`config.mk`:
```
export PLATFORM = sky130hd
export DESIGN_NAME = libv_fifo
export DESIGN_NICKNAME = d
export VERILOG_FILES = /design/src/rtl/libv_pkg.sv /design/src/rtl/libv_fifo_mem.sv /design/src/rtl/libv_fifo.sv
export SDC_FILE = /design/constraint.sdc
export NUM_CORES = 1
export LEC_CHECK = 0
export ABC_AREA = 0
export CAP_MARGIN = 20
export CORE_AREA = 3 3 118 120
export DETAILED_ROUTE_END_ITERATION = 6
export DIE_AREA = 0 0 121 123
export GPL_ROUTABILITY_DRIVEN = 0
export PLACE_DENSITY = 0.66
export SYNTH_ARGS = -nofsm -noshare
export SYNTH_HDL_FRONTEND = slang
export SYNTH_SLANG_ARGS = --single-unit
```
`constraint.sdc`:
```
create_clock -name clk -period 2.9 [get_ports clk]
set_clock_uncertainty 0.2 [all_clocks]
set_input_delay 0.725 -clock clk [delete_from_list [all_inputs] [get_ports clk]]
set_output_delay 0.725 -clock clk [all_outputs]
set_load 0.01 [all_outputs]
```
`src/rtl/libv_pkg.sv`:
```
// Shared libv helpers: width arithmetic used to size pointers and counters.
package libv_pkg;

  function automatic int max(input int a, input int b);
    return (a > b) ? a : b;
  endfunction

  // ceil(log2(n)), never below 1 so a 1-entry range still gets a real bit.
  function automatic int clog2(input int n);
    int r;
    r = 0;
    while ((1 << r) < n) r++;
    return max(r, 1);
  endfunction

endpackage

```
`src/rtl/libv_fifo_mem.sv`:
```
// W x N register array: one synchronous write port, one asynchronous read port.
module libv_fifo_mem #(
  parameter int W  = 32,
  parameter int N  = 4,
  parameter int AW = 2
) (
  input  logic          clk,
  input  logic          we,
  input  logic [AW-1:0] waddr,
  input  logic [W-1:0]  wdata,
  input  logic [AW-1:0] raddr,
  output logic [W-1:0]  rdata
);

  logic [W-1:0] mem [N];

  always_ff @(posedge clk) begin
    if (we) mem[waddr] <= wdata;
  end

  assign rdata = mem[raddr];

endmodule

```
`src/rtl/libv_fifo.sv`:
```
// Single-clock FIFO with valid/accept handshakes; depth need not be a power of two.
module libv_fifo
  import libv_pkg::*;
#(
  parameter int W = 32,
  parameter int N = 4
) (
  input  logic                    clk,
  input  logic                    rst,
  input  logic                    in_vld,
  input  logic [W-1:0]            in_data,
  output logic                    in_accept,
  output logic                    out_vld,
  output logic [W-1:0]            out_data,
  input  logic                    out_accept,
  output logic [clog2(N+1)-1:0]   count_r,
  output logic                    empty_r,
  output logic                    full_r
);

  localparam int PW = clog2(N);
  localparam int CW = clog2(N + 1);

  if (N < 2 || W < 1) begin : g_param_check
    $error("libv_fifo: requires N >= 2 and W >= 1");
  end

  logic [PW-1:0] wr_ptr, rd_ptr;
  logic          push, pop;
  logic [CW-1:0] count_nxt;

  assign in_accept = ~full_r;
  assign out_vld   = ~empty_r;
  assign push      = in_vld & ~full_r;
  assign pop       = ~empty_r & out_accept;

  // Flags follow the next occupancy so they stay correct when the pointers coincide.
  always_comb begin
    count_nxt = count_r;
    if (push && !pop) count_nxt = count_r + CW'(1);
    if (pop && !push) count_nxt = count_r - CW'(1);
  end

  always_ff @(posedge clk) begin
    if (rst) begin
      wr_ptr  <= '0;
      rd_ptr  <= '0;
      count_r <= '0;
      empty_r <= 1'b1;
      full_r  <= 1'b0;
    end else begin
      if (push) wr_ptr <= (wr_ptr == PW'(N - 1)) ? '0 : wr_ptr + PW'(1);
      if (pop)  rd_ptr <= (rd_ptr == PW'(N - 1)) ? '0 : rd_ptr + PW'(1);
      count_r <= count_nxt;
      empty_r <= (count_nxt == '0);
      full_r  <= (count_nxt == CW'(N));
    end
  end

  libv_fifo_mem #(
    .W  (W),
    .N  (N),
    .AW (PW)
  ) u_mem (
    .clk   (clk),
    .we    (push & ~rst),
    .waddr (wr_ptr),
    .wdata (in_data),
    .raddr (rd_ptr),
    .rdata (out_data)
  );

endmodule

```
* Word level (Yosys, flattened, before mapping) *
Memory sizes are Yosys's and may differ from the RTL's. A register that Yosys moved wholly into a read port is not among the register bits.
Index checks and enable logic that the tools add are counted.

cells by class
  add/sub/neg operators = 4
  equal/unequal tests = 3
  mux-type cells = 8
  bitwise operators = 6
  reduce and logical (&&, ||, !) cells = 5

operator list
  cell                 count
  $mux 2               4
  $mux 3               2
  $add 2x1->2 const B  2
  $eq 2x2->1 const B   2
  $add 3x1->3 const B  1
  $and 1x1->1          3
  $eq 3x3->1 const B   1
  $logic_not 3->1      1
  $not 1->1            3
  $sub 3x1->3 const B  1
  $logic_and 1x1->1    2
  $logic_not 1->1      2
  $mux 1               2

storage, ports and cells
  register bits = 9
  memory bits (writable) = 128
  input port bits = 36
  output and inout bits = 39
  logic and storage cells = 32
  memories kept = 1

memories
  name       words  bits a word  read ports  clocked after memory_dff  write ports  RTL line             source
  u_mem.mem  4      32           1           1                         1            libv_fifo_mem.sv:15  logic [W-1:0] mem [N];

* Depth between registers and ports, before layout *
Gate-level depths: netlist of run 1.

  word-level depth = 7
  mapped depth = 6
  depth with buffers taken out = 6

* Modules after synthesis *
A second synthesis of run 1 with hierarchy kept.

second synthesis, totals
  cells, all modules = 236
  area total of the unflattened synthesis = 5228.8 µm²

modules (own cells, without submodules)
  module         times used  cells each  area each (µm²)  seq. area each (µm²)
  libv_fifo_mem  1           171         4689.5           3843.7
  libv_fifo      1           65          539.3            180.2

* Worst setup path before layout of run 1 *
Ideal clock, no wire load.

  kind = input to register
  from = input port rst
  to = memory u_mem.mem[0][0] (enable)
  setup time = 0.392 ns
  data arrival time = 1.859 ns
  required time = 2.308 ns
  path slack = 0.449 ns
  stages on the path = 3
  path buffers = 1
  cells stage by stage = clkbuf_1 > inv_1 > and3_1

between the ends
  longest elaborated chain between the ends = 4

ends and longest elaborated chain
  item                          RTL line             source
  from (decl)                   libv_fifo.sv:9       input logic rst,
  $not 1->1                     libv_fifo.sv:66      .we (push & ~rst),
  $and 1x1->1                   libv_fifo.sv:66
  $mux 1                        libv_fifo_mem.sv:18  if (we) mem[waddr] <= wdata;
  $mux 1 (not written as such)  libv_fifo_mem.sv:18
  to (decl)                     libv_fifo_mem.sv:15

Every way passes these cells.

==> metrics.yaml, run 1 <==
status: "finished clean"
hold_violations: 0
htreeDepth: 4
synth_top_area_share_pct: 72.92
synth.net_count: 286
dieArea_um2: 14880
multi_input_area_um2: 1101
grt_max_degree: 24
wirelength_met1_um: 4003
fin_area_um2: 7008
clockBufferDepth: 2
portBuffers: 74
cap_violations: 0
peakVddDrop_uv: 318.8
power_density_nw_per_um2: 770.8
hp-class: "flip-flop to flip-flop"
critPathCaptureType: "primary output"
crit_fanout: 10
rsz0062_at_grt: "false"
ys_top_cells_by_area: "edfxtp_1 (73%), mux4_2 (14%), dfxtp_1 (4.2%), ha_1 (1.7%), a21oi_1 (0.76%)"
drive_gt1_share_pct: 27.55
r2r_slack_ps: 1100
hpwl_um: 5942
ys_seq_area_share_pct: 77.09
cts_buffers: 17
grt_pass1_wl_um: 14750
wirelength_um: 9360
antenna_found_initial: 0
initial_core_util_pct: 40.28
yosysWarnings: 0
wl_met3_um: 406
grt_pass1_vias: 2820
n_fill_cell: 1064
num_antenna_cells: 0
synth_cell_types: 27
drt_iter0_markers: 172
wl_met2_um: 4727
cts_tree: "yes"
fin_crit_ps: 2791
dpl_cell_area_um2: 6350
timing.fmax_ghz: 0.3583
clkTransAtPathRegs_ps: 60
coreArea_um2: 13090
postLayoutSetupSlackWorst_ps: 109.3
p_leak_nw: 2.386
dr_total_vias: 2597
cp.required_ps: 1980
finalMaxSlewViolations: 0
worstHoldStart: "rd_ptr[1]"
setup_tns_ps: 0
layout.nets: 393
max-slew-margin-rel_pct: 75.73
period_share_pct: 96.23
fin_util_pct: 53.56
ant_nets: 0
die_w_um: 121
worstSetupStartpointType: "flip-flop"
wl_per_cell_um: 17.37
pre_cts_slack_ps: 364.2
setup-violations-final: 0
ys_ff_latch: 139
yosysTopAreaCell: "edfxtp_1"
worstReg2RegStart: "count_r[0]"
die_h_um: 123
synthCells: 243
root_buffer: "clkbuf_16"
cts.sinks: 139
drc: 0
firstDrtPassIters: 4
routed_via_density: 4.818
num_rows: 42
clk_latency_ps: 410
track_usage_pct: 13.61
area_growth_pct: 32.95
netlist_area_um2: 5271
ios: 75
critical_path_class: "flip-flop to primary output"
topRoutingLayerUsed: "met4"
syn_avg_cell_area_um2: 21.69
gr-total-overflow: 0
worst_pin_slew_ps: 364.0
register_area_um2: 4066
worst_ep_arrival_time_ps: 1870
==> critical path: stages (launching register included) <==
cell and delay [ps]:
dfxtp_2 370, buf_12 140, buf_4 140, mux4_2 500, dlygate4sd2_1 300
==> final timing paths <==
path              cells after the start      endpoint
setup / recovery                      4  out_data[13]
hold / removal                        2     flip-flop
setup reg to reg                      6        full_r
hold reg to reg                       2     flip-flop
==> per-layer routing <==
layer,vias to the layer above,GRT usage [%]
li1,1208,-
met2,65,22.40
met4,0,7.011
met3,17,4.163
met5,-,0
met1,1307,16.28
==> Yosys cell counts <==
| master | number |
|---|---|
| nand3_1 | 3 |
| inv_1 | 9 |
| xnor2_1 | 1 |
| xnor2_2 | 1 |
| buf_2 | 2 |
| clkbuf_1 | 1 |
| nand2b_1 | 2 |
| nor4_4 | 1 |
| o21ai_0 | 2 |
| a311oi_2 | 1 |
| nor2_1 | 3 |
| and3_1 | 6 |
| nor3_1 | 5 |
| nor4_1 | 1 |
| a21oi_1 | 8 |
| buf_4 | 3 |
| nor3b_1 | 1 |
| a311oi_1 | 1 |
| dfxtp_1 | 11 |
| buf_6 | 3 |
| mux4_2 | 32 |
| nand2_1 | 6 |
| ha_1 | 7 |
| o31ai_2 | 1 |
| nor2b_2 | 2 |
| buf_1 | 2 |
| edfxtp_1 | 128 |
==> area by class of cell <==
cell class / instances / area share, %
Timing Repair Buffer: 99 / 13.75
Clock inverter: 15 / 2.821
Inverter: 9 / 0.4821
Multi-Input combinational cell: 84 / 15.71
Clock buffer: 17 / 6.070
Tap cell: 176 / 3.142
Sequential cell: 139 / 58.03
==> through the flow <==
step / cells / power [mW] / hold WS [ps]
2_1_floorplan: 243 / 2.850 / 254.1
3_3_place_gp: 497 / 3.232 / 273.0
3_5_place_dp: 497 / 3.249 / 290.5
4_1_cts: 533 / 5.453 / 300.8
5_1_grt: 539 / 5.626 / 305.7
6_report: 539 / 5.402 / 300.2
==> flip-flops by register name, summed over array words and instances (netlist names), named ones only <==
signal / flops
rd_ptr: 2
wr_ptr: 2
empty_r: 1
u_mem.mem: 128
count_r: 3
full_r: 1
==> cells in the final DEF, fill, tap and decap left out, drive strengths merged, types with 8 or more instances in the layout <==
cell type | synthesis | final
edfxtp | 128 | 128
clkdlybuf4s50 | 0 | 42
mux4 | 32 | 32
dlygate4sd2 | 0 | 32
buf | 10 | 25
clkbuf | 1 | 17
inv | 9 | 11
dfxtp | 11 | 11
a21oi | 8 | 8
==> cell families (layout without fill, tap and decap cells) <==
kind of cell	after synthesis	in the layout	synth area share, %
and+or+nand+nor	30	30	3.347
muxes	32	32	13.67
DFF	139	139	77.09
AOI/OAI and AO/OA	13	13	1.638
xor gates and xnor gates	2	2	0.4748
adders and majority gates	7	7	1.661
buffers and inverters	20	140	2.112
==> power by group <==
| part | switching [mW] | internal [mW] | leakage, nW | total [mW] |
|---|---|---|---|---|
| clock | 0.796 | 1.44 | 0.301 | 2.23 |
| combinational | 0.379 | 0.446 | 0.832 | 0.825 |
| sequential | 0.0465 | 2.30 | 1.25 | 2.34 |
==> timing repair <==
item / 4_1_cts / 5_1_grt
pin swaps: 0 / 0
hold endpoints to repair: 0 / 0
hold buffers: 0 / 0
gates resized for setup: 32 / 0
endpoints found under the setup margin: 32 / 4
buffers inserted: 4 / 6
Power figures use the tool's default switching activity.
==> run 2, diff against run 1 <==
- CAP_MARGIN: 20 -> 25
- SETUP_SLACK_MARGIN: unset -> 0.02
==> results of run 2 <==
No change in the layout: final DEF, timing and power equal those of run 1.
==> run 3, diff against run 2 <==
- CORE_AREA: 3 3 118 120 -> 3 3 137 139
- DIE_AREA: 0 0 121 123 -> 0 0 140 142
- PLACE_DENSITY: 0.66 -> 0.53
==> metrics.yaml, run 3 (same netlist as run 1, synthesis figures left out) <==
grt_pass1_wl_um: 16610  # +13%
reg.largest.list: "u_mem.mem (128), count_r (3)"
worstHoldStart: "rd_ptr[1]"
final_cell_mix: "edfxtp_1 (128), clkdlybuf4s50_1 (42), mux4_2 (32), dlygate4sd2_1 (32), clkbuf_16 (17)"
pre_cts_slack_ps: 351.4  # -12.80 ps
critPathCaptureType: "primary output"
grt_pass1_vias: 2837  # +0.60%
timing.fmax_ghz: 0.3637  # +1.5%
p_leak_nw: 2.302  # -3.5%
peakVddDrop_uv: 427.9  # +34%
slowest_delay_ps: 530  # +30 ps
rsz0062_at_grt: "false"
firstDrtPassIters: 4  # unchanged
clk_latency_ps: 410  # about the same
cpMaxStageDelayCell: "mux4_2"
hp-class: "flip-flop to flip-flop"
layout.nets: 383  # -2.5%
cts.sinks: 139  # unchanged
power_density_nw_per_um2: 736.9  # -4.4%
regMostFlops: "u_mem.mem"
cap_violations: 0  # unchanged
cts_buffers: 17  # unchanged
worst_ep_arrival_time_ps: 1820  # -50 ps
wirelength_um: 10260  # +9.6%
drt_iter0_markers: 149  # -13%
dieArea_um2: 19880  # +34%
worst_pin_slew_ps: 425.3  # +61.31 ps
status: "finished clean"
wl_per_cell_um: 17.66  # +1.7%
track_usage_pct: 11.26  # -2.4 points
cts_tree: "yes"
htreeDepth: 4  # unchanged
area_growth_pct: 32.19
crit_fanout: 17  # +7
cp_num_buf_inv: 2  # -1
num_antenna_cells: 0  # unchanged
setup-violations-final: 0  # unchanged
worstReg2RegStart: "count_r[0]"
fin_crit_ps: 2749  # -41.25 ps
drc: 0  # unchanged
largest_reg_flops: 128  # unchanged
holdBufCountCts: 0  # unchanged
critical_path_class: "flip-flop to primary output"
num_rows: 49  # +17%
ant_nets: 0  # unchanged
hold_violations: 0  # unchanged
routed_via_density: 4.537  # -5.8%
die_w_um: 140  # +16%
postLayoutSetupSlackWorst_ps: 150.6  # +41.25 ps
crit_path_cell_trace: "buf_12 > mux4_2 > dlygate4sd2_1"
period_share_pct: 94.81  # -1.4 points
drive_gt1_share_pct: 23.58  # -4.0 points
cp.required_ps: 1980  # about the same
layout_commonest_cell: "edfxtp_1"
max-slew-margin-rel_pct: 71.64  # -4.1 points
clkTransAtPathRegs_ps: 50  # about the same
coreArea_um2: 17780  # +36%
worstSetupStartpointType: "flip-flop"
dr_total_vias: 2636  # +1.5%
hpwl_um: 6489  # +9.2%
initial_core_util_pct: 29.65  # -11 points
root_buffer: "clkbuf_16"
clockBufferDepth: 2  # unchanged
portBuffers: 74  # unchanged
setup_tns_ps: 0  # unchanged
ios: 75  # unchanged
grt_max_degree: 25  # +4.2%
post_cts_buffers: 0  # -4
cp_top_family: "multiplexers"
gr-total-overflow: 0  # unchanged
hold_ws_ps: 289.1  # -11.14 ps
die_h_um: 142  # +15%
antenna_found_initial: 0  # unchanged
finalMaxSlewViolations: 0  # unchanged
-- run 3: worst min-delay path, delay by kind of cell (launching register included) --
family / cells / cell delay (ps)
compound gates: 1 / 70
flops: 1 / 310
simple gates: 1 / 60
-- run 3: where the power goes --
part	leakage (nW)	internal [mW]	switching (mW)
sequential	1.25	2.30	0.0482
combinational	0.790	0.422	0.384
clock	0.259	1.24	0.739
-- run 3: final cells by class --
class,instances,area (µm²)
clock buffer,21,440.4
fill,1634,10810
tap,229,286.5
timing repair buffer,89,938.4
clock inverter,10,101.3
sequential,139,4066
inverter,9,33.78
multi-input combinational,84,1101
-- run 3: what timing repair did --
action                                  CTS  global route
hold endpoints to repair                  0             0
endpoints found under the setup margin   32             0
resized for setup                        32             0
-- run 3: path summary, 6_finish.rpt --
| check | to | slack [ps] | cells past startpoint |
|---|---|---|---|
| max | out_data[21] | 150 | 3 |
| max reg2reg | full_r | 1150 | 6 |
| min | flip-flop | 290 | 2 |
| min reg2reg | flip-flop | 290 | 2 |
-- run 3: per-layer routing --
metal | GRT usage (%) | vias up | share of wire, %
li1 | - | 1190 | -
met1 | 13.52 | 1352 | 41
met2 | 18.59 | 79 | 51
met3 | 3.965 | 15 | 5.9
met4 | 4.742 | 0 | 1.4
met5 | 0 | - | 0
-- run 3: through the flow --
step           utilization [%]  power, mW  instances  instance area (µm²)
2_1_floorplan                -      2.850        243                 5271
3_3_place_gp             36.37      3.261        550                 6466
3_5_place_dp             36.37      3.275        550                 6466
4_1_cts                  39.19      5.218        581                 6968
5_1_grt                  39.19      5.385        581                 6968
6_report                 39.19      5.134        581                 6968
